[config.mk]
export PLATFORM = sky130hd
export DESIGN_NAME = aes_key_exp
export DESIGN_NICKNAME = d
export VERILOG_FILES = /design/src/rtl/aes_key_exp.sv
export SDC_FILE = /design/constraint.sdc
export NUM_CORES = 2
export LEC_CHECK = 0
export ABC_AREA = 1
export CORE_UTILIZATION = 50
export DETAILED_ROUTE_END_ITERATION = 8
export GPL_TIMING_DRIVEN = 0
export HOLD_SLACK_MARGIN = 0.02
export PLACE_DENSITY = 0.69
export SLEW_MARGIN = 5
export SYNTH_ARGS = -nofsm -noshare
export SYNTH_HDL_FRONTEND = slang
export SYNTH_SLANG_ARGS = --single-unit
[constraint.sdc]
create_clock -name clk -period 2.4 [get_ports clk]
set_input_delay 0.36 -clock clk [delete_from_list [all_inputs] [get_ports clk]]
set_output_delay 0.36 -clock clk [all_outputs]
set_load 0.05 [all_outputs]
[src/rtl/aes_key_exp.sv]
// AES-128 round-key generator: expands one round key per round through a shared S-box port
// and archives all NR+1 round keys in a readable store for the decryption path.
module aes_key_exp #(
  parameter int NR = 10,
  parameter int KW = 128
) (
  input  logic          clk,
  input  logic          res,
  input  logic [2:0]    cs,
  input  logic [7:0]    cot,
  input  logic [KW-1:0] key_in,
  output logic [KW-1:0] rkey,
  output logic [31:0]   sb_in,
  input  logic [31:0]   sb_out,
  input  logic [3:0]    rk_addr,
  output logic [KW-1:0] rk_rdata,
  output logic          kvalid,
  output logic          kdone,
  output logic          kerr
);

  localparam logic [2:0] CS_RES = 3'b000;
  localparam logic [2:0] CS_ADD = 3'b001;
  localparam logic [2:0] CS_SUB = 3'b010;

  typedef enum logic [1:0] {
    PH_IDLE = 2'd0,
    PH_CAP  = 2'd1,
    PH_UPD  = 2'd2
  } phase_e;

  phase_e      phase_q, phase_d, phase_cur;
  logic [KW-1:0] rkey_q, rkey_d;
  logic [31:0] tmp_q, tmp_d;
  logic [7:0]  rcon_q, rcon_d;
  logic [7:0]  cot_q, cot_d;
  logic        kvalid_q, kvalid_d;
  logic        kdone_q, kdone_d;
  logic        kerr_q, kerr_d;

  logic          st_we;
  logic [3:0]    st_idx;
  logic [KW-1:0] st_wdata;
  logic [KW-1:0] store_q [0:NR];

  logic [31:0] w0, w1, w2, w3;
  logic [31:0] n0, n1, n2, n3;
  logic        cot_ok;
  logic        start;
  logic [7:0]  rcon_x2;

  assign w0 = rkey_q[127:96];
  assign w1 = rkey_q[95:64];
  assign w2 = rkey_q[63:32];
  assign w3 = rkey_q[31:0];

  assign n0 = w0 ^ tmp_q;
  assign n1 = w1 ^ n0;
  assign n2 = w2 ^ n1;
  assign n3 = w3 ^ n2;

  assign cot_ok  = (cot >= 8'd1) && (cot <= 8'(NR));
  assign start   = (cs == CS_SUB) && cot_ok;
  assign rcon_x2 = {rcon_q[6:0], 1'b0} ^ (rcon_q[7] ? 8'h1b : 8'h00);

  // The capture step is the first SUB cycle itself, so it is decoded from IDLE rather than
  // registered; this keeps the new key ready one cycle after SUB.
  always_comb begin
    phase_cur = phase_q;
    if (phase_q == PH_IDLE && start) begin
      phase_cur = PH_CAP;
    end
  end

  always_ff @(posedge clk or negedge res) begin
    if (!res) begin
      phase_q  <= PH_IDLE;
      rkey_q   <= '0;
      tmp_q    <= '0;
      rcon_q   <= 8'h01;
      cot_q    <= '0;
      kvalid_q <= 1'b0;
      kdone_q  <= 1'b0;
      kerr_q   <= 1'b0;
    end else begin
      phase_q  <= phase_d;
      rkey_q   <= rkey_d;
      tmp_q    <= tmp_d;
      rcon_q   <= rcon_d;
      cot_q    <= cot_d;
      kvalid_q <= kvalid_d;
      kdone_q  <= kdone_d;
      kerr_q   <= kerr_d;
    end
  end

  always_comb begin
    phase_d  = phase_q;
    rkey_d   = rkey_q;
    tmp_d    = tmp_q;
    rcon_d   = rcon_q;
    kvalid_d = kvalid_q;
    kdone_d  = kdone_q;
    kerr_d   = kerr_q;
    cot_d    = cot;
    st_we    = 1'b0;
    st_idx   = '0;
    st_wdata = rkey_q;

    if (cs == CS_RES) begin
      rkey_d   = key_in;
      rcon_d   = 8'h01;
      kvalid_d = 1'b1;
      kdone_d  = 1'b0;
      kerr_d   = 1'b0;
      phase_d  = PH_IDLE;
      cot_d    = '0;
      st_we    = 1'b1;
      st_idx   = '0;
      st_wdata = key_in;
    end else begin
      case (phase_cur)
        PH_CAP: begin
          tmp_d    = sb_out ^ {rcon_q, 24'h0};
          kvalid_d = 1'b0;
          phase_d  = PH_UPD;
        end
        PH_UPD: begin
          rkey_d   = {n0, n1, n2, n3};
          st_we    = cot_ok;
          st_idx   = cot[3:0];
          st_wdata = {n0, n1, n2, n3};
          rcon_d   = rcon_x2;
          kvalid_d = 1'b1;
          if (cot == 8'(NR)) begin
            kdone_d = 1'b1;
          end
          phase_d  = PH_IDLE;
        end
        default: begin
          phase_d = PH_IDLE;
        end
      endcase

      if (cs == CS_ADD && (phase_q != PH_IDLE || !kvalid_q)) begin
        kerr_d = 1'b1;
      end
      if (cot < cot_q) begin
        kerr_d = 1'b1;
      end
    end
  end

  genvar gi;
  generate
    for (gi = 0; gi <= NR; gi++) begin : g_store
      always_ff @(posedge clk or negedge res) begin
        if (!res) begin
          store_q[gi] <= '0;
        end else if (st_we && st_idx == 4'(gi)) begin
          store_q[gi] <= st_wdata;
        end
      end
    end
  endgenerate

  always_comb begin
    rk_rdata = '0;
    if (int'(rk_addr) <= NR) begin
      rk_rdata = store_q[rk_addr];
    end
  end

  assign rkey   = rkey_q;
  assign sb_in  = {w3[23:0], w3[31:24]};
  assign kvalid = kvalid_q;
  assign kdone  = kdone_q;
  assign kerr   = kerr_q;

endmodule

==> impl_metrics.json <==
{
  "worstPathMaxFanout": 10,
  "die_w_um": 386,
  "io_buffer_count": 466,
  "cts_root_buf": "clkbuf_16",
  "drc_errors": 0,
  "antenna_found_initial": 32,
  "firstDrtPassIters": 7,
  "swShare": 0.341,
  "stdcell_count": 11900,
  "grt_pass1_wl_um": 545000,
  "cts_sinks": 1588,
  "ys_seq_area_frac": 0.538,
  "clock_latency_ps": 830,
  "htreeDepth": 4,
  "violations": "hold timing, setup timing",
  "p_switching_mw": 24.6,
  "p_int_mw": 47.6,
  "placed_cell_area_sq_um": 81700,
  "period_minus_slack_ps": 2660,
  "finalClockSkew_ps": 34.3,
  "min_path_type": "primary input to async pin",
  "cts_max_path_buffers": 3,
  "grt_max_degree": 177,
  "wl_um": 403000,
  "worst_ir_drop_vdd_uv": 645,
  "synth.distinct_cells": 36,
  "holdWs_ps": -455,
  "die_y_um": 386,
  "nets": 9989,
  "rsz0062_at_grt": "true",
  "fin_crit_sh": 1.11,
  "drv_slew": 0,
  "final-setup-viol-count": 253,
  "placedCellCount": 11400,
  "status": "finished, violations left",
  "place.gp.congestion": 1.07,
  "io_pins": 468,
  "fin_util": 0.661,
  "synth_area_sq_um": 73800,
  "rows": 140,
  "worstPathArrival_ps": 2300,
  "first_iter_violations": 12000,
  "drv_cap": 0,
  "power_density_nw_per_um2": 748,
  "drive_above_1_share": 0.206,
  "endpoint_kind": "output port",
  "gr-usage-all-layers": 0.528,
  "cts_tree": "built",
  "synth.avg_cell_area_sq_um": 8.19,
  "antenna_left": 0,
  "cp.required_ps": 2040,
  "p_clk_frac": 0.384,
  "die_area_sq_um": 149000,
  "synth.net_count": 9203,
  "synth-seq-cells": 1588,
  "synth-warning-count": 0,
  "core_sq_um": 146000,
  "tightest_slew_ps": 1050,
  "wire_per_inst_um": 33.9,
  "post_synth_inst_count": 9019,
  "timing.final.hold_violations": 139,
  "critPathLaunchType": "primary input",
  "stdcell_area_sq_um": 96500,
  "p_leak_nw": 47.0,
  "crit_type": "primary input to output port",
  "fin_total_pwr_mw": 72.2,
  "synthToLayoutAreaGrowth_pct": 30.7,
  "dr_total_vias": 77000,
  "slew_headroom": 0.300,
  "vias_per_cell": 6.47,
  "first_global_vias": 71300,
  "power_frac_seq": 0.406,
  "path_clk_slew_ps": 60,
  "max_freq_mhz": 376,
  "hpwl_um": 286000,
  "start_util": 0.505,
  "pre_cts_ws_ps": -3530,
  "worst_slack_ps": -262,
  "p_comb_frac": 0.210,
  "tns_ps": -16360,
  "gr-total-overflow": 0,
  "cts_buffers": 170
}
[worst max-delay path, stage by stage]
cell	delay [ps]
buf_16	140
inv_8	90
buf_8	180
buf_12	210
clkbuf_8	260
nor2_1	80
o211ai_1	430
nand3_1	190
o21ai_2	130
buf_6	190
[cell families after synthesis]
logic type | after synthesis | share of synthesized area
and+or+nand+nor | 3974 | 0.218
AOI/OAI and AO/OA | 2000 | 0.161
DFF | 1588 | 0.538
buffers and inverters | 1436 | 0.0802
xor gates and xnor gates | 14 | 0.00166
adders and majority gates | 7 | 0.00119
[power groups by stage]
stage	clock network (mW)	registers [mW]	logic [mW]
global placement	0	29.7	12.2
floorplan	0	30.0	5.21
global route	28.5	29.3	15.3
detailed placement	0	29.6	12.7
finish	27.7	29.3	15.2
CTS	27.4	29.1	13.8
[per-layer routing]
metal / global-route usage / wire length, um
met5: 0.00260 / 338
met4: 0.429 / 40500
met3: 0.218 / 61500
met2: 0.713 / 160000
met1: 0.659 / 141000
[state kept, by name, indices dropped and copies added, names as in the netlist]
register,cells
rkey,128
kvalid,1
tmp_q,32
kdone,1
phase_q,1
store_q,1408
kerr,1
cot_q,8
rcon_q,8
[final timing paths]
check / startpoint / endpoint / slack, ps / cells past startpoint
max: rk_addr[0] / rk_rdata[124] / -260 / 10
max in group asynchronous: res / store_q[1169] / 630 / 4
min: res / tmp_q[18] / -460 / 1
max reg2reg: rkey[111] / store_q[911] / -80 / 11
min reg2reg: store_q[263] / store_q[263] / 470 / 2
min in group clk: cot[2] / cot_q[2] / 60 / 3
[Yosys cell counts]
cell / n / area share
dfrtp_1: 1587 / 0.54
a2bb2oi_1: 63 / 0.0075
a211oi_1: 1 / 0.00010
buf_2: 258 / 0.017
nand4_1: 59 / 0.0050
o21ai_1: 56 / 0.0038
o21bai_1: 62 / 0.0063
o2111ai_1: 67 / 0.0079
inv_2: 12 / 0.00061
nor3_4: 1 / 0.00022
dfstp_2: 1 / 0.00036
nand2_2: 3 / 0.00025
nand2_1: 3015 / 0.15
ha_1: 7 / 0.0012
a21oi_1: 167 / 0.011
buf_4: 50 / 0.0051
o211ai_1: 134 / 0.014
o21ai_0: 1121 / 0.076
and2_1: 31 / 0.0026
o21a_1: 31 / 0.0032
nor2_4: 1 / 0.00015
nand3_1: 677 / 0.046
inv_1: 640 / 0.033
buf_6: 3 / 0.00046
o22a_1: 1 / 0.00012
buf_1: 66 / 0.0034
xor2_1: 1 / 0.00012
a22oi_1: 207 / 0.021
clkbuf_1: 407 / 0.021
or2_2: 31 / 0.0026
xnor2_1: 13 / 0.0015
nor2_1: 153 / 0.0078
a211oi_2: 1 / 0.00017
o221ai_1: 60 / 0.0071
nor2_2: 3 / 0.00025
a31oi_1: 29 / 0.0025
[final cells by class]
type / instances / area (sq um)
Antenna cell: 36 / 90.1
Buffer: 773 / 6260
Clock buffer: 254 / 5100
Clock inverter: 58 / 686
Fill cell: 12200 / 49600
Inverter: 652 / 2530
Multi-Input combinational cell: 5995 / 32300
Sequential cell: 1588 / 39800
Tap cell: 1917 / 2400
Timing Repair Buffer: 624 / 7290
Timing Repair inverter: 1 / 30.0
[placed cells by master (no fill, tap or decap), types with 161 or more instances in the layout]
| cell type | Yosys | routed |
|---|---|---|
| nand3_1 | 677 | 520 |
| nand2_1 | 3015 | 2938 |
| clkdlybuf4s50_1 | 0 | 175 |
| o21ai_0 | 1121 | 883 |
| buf_6 | 3 | 185 |
| dfrtp_1 | 1587 | 1561 |
| buf_2 | 258 | 161 |
| buf_4 | 50 | 172 |
| inv_1 | 640 | 621 |
| clkbuf_16 | 0 | 230 |
[repair_timing]
action / CTS / global route
gates resized for setup: 2515 / 724
pin swaps: 181 / 189
endpoints found under the hold margin: 139 / 139
setup endpoints to repair: 1861 / 1314
cloned: 25 / 17
buffers inserted: 75 / 41
Power figures use the tool's default switching activity.
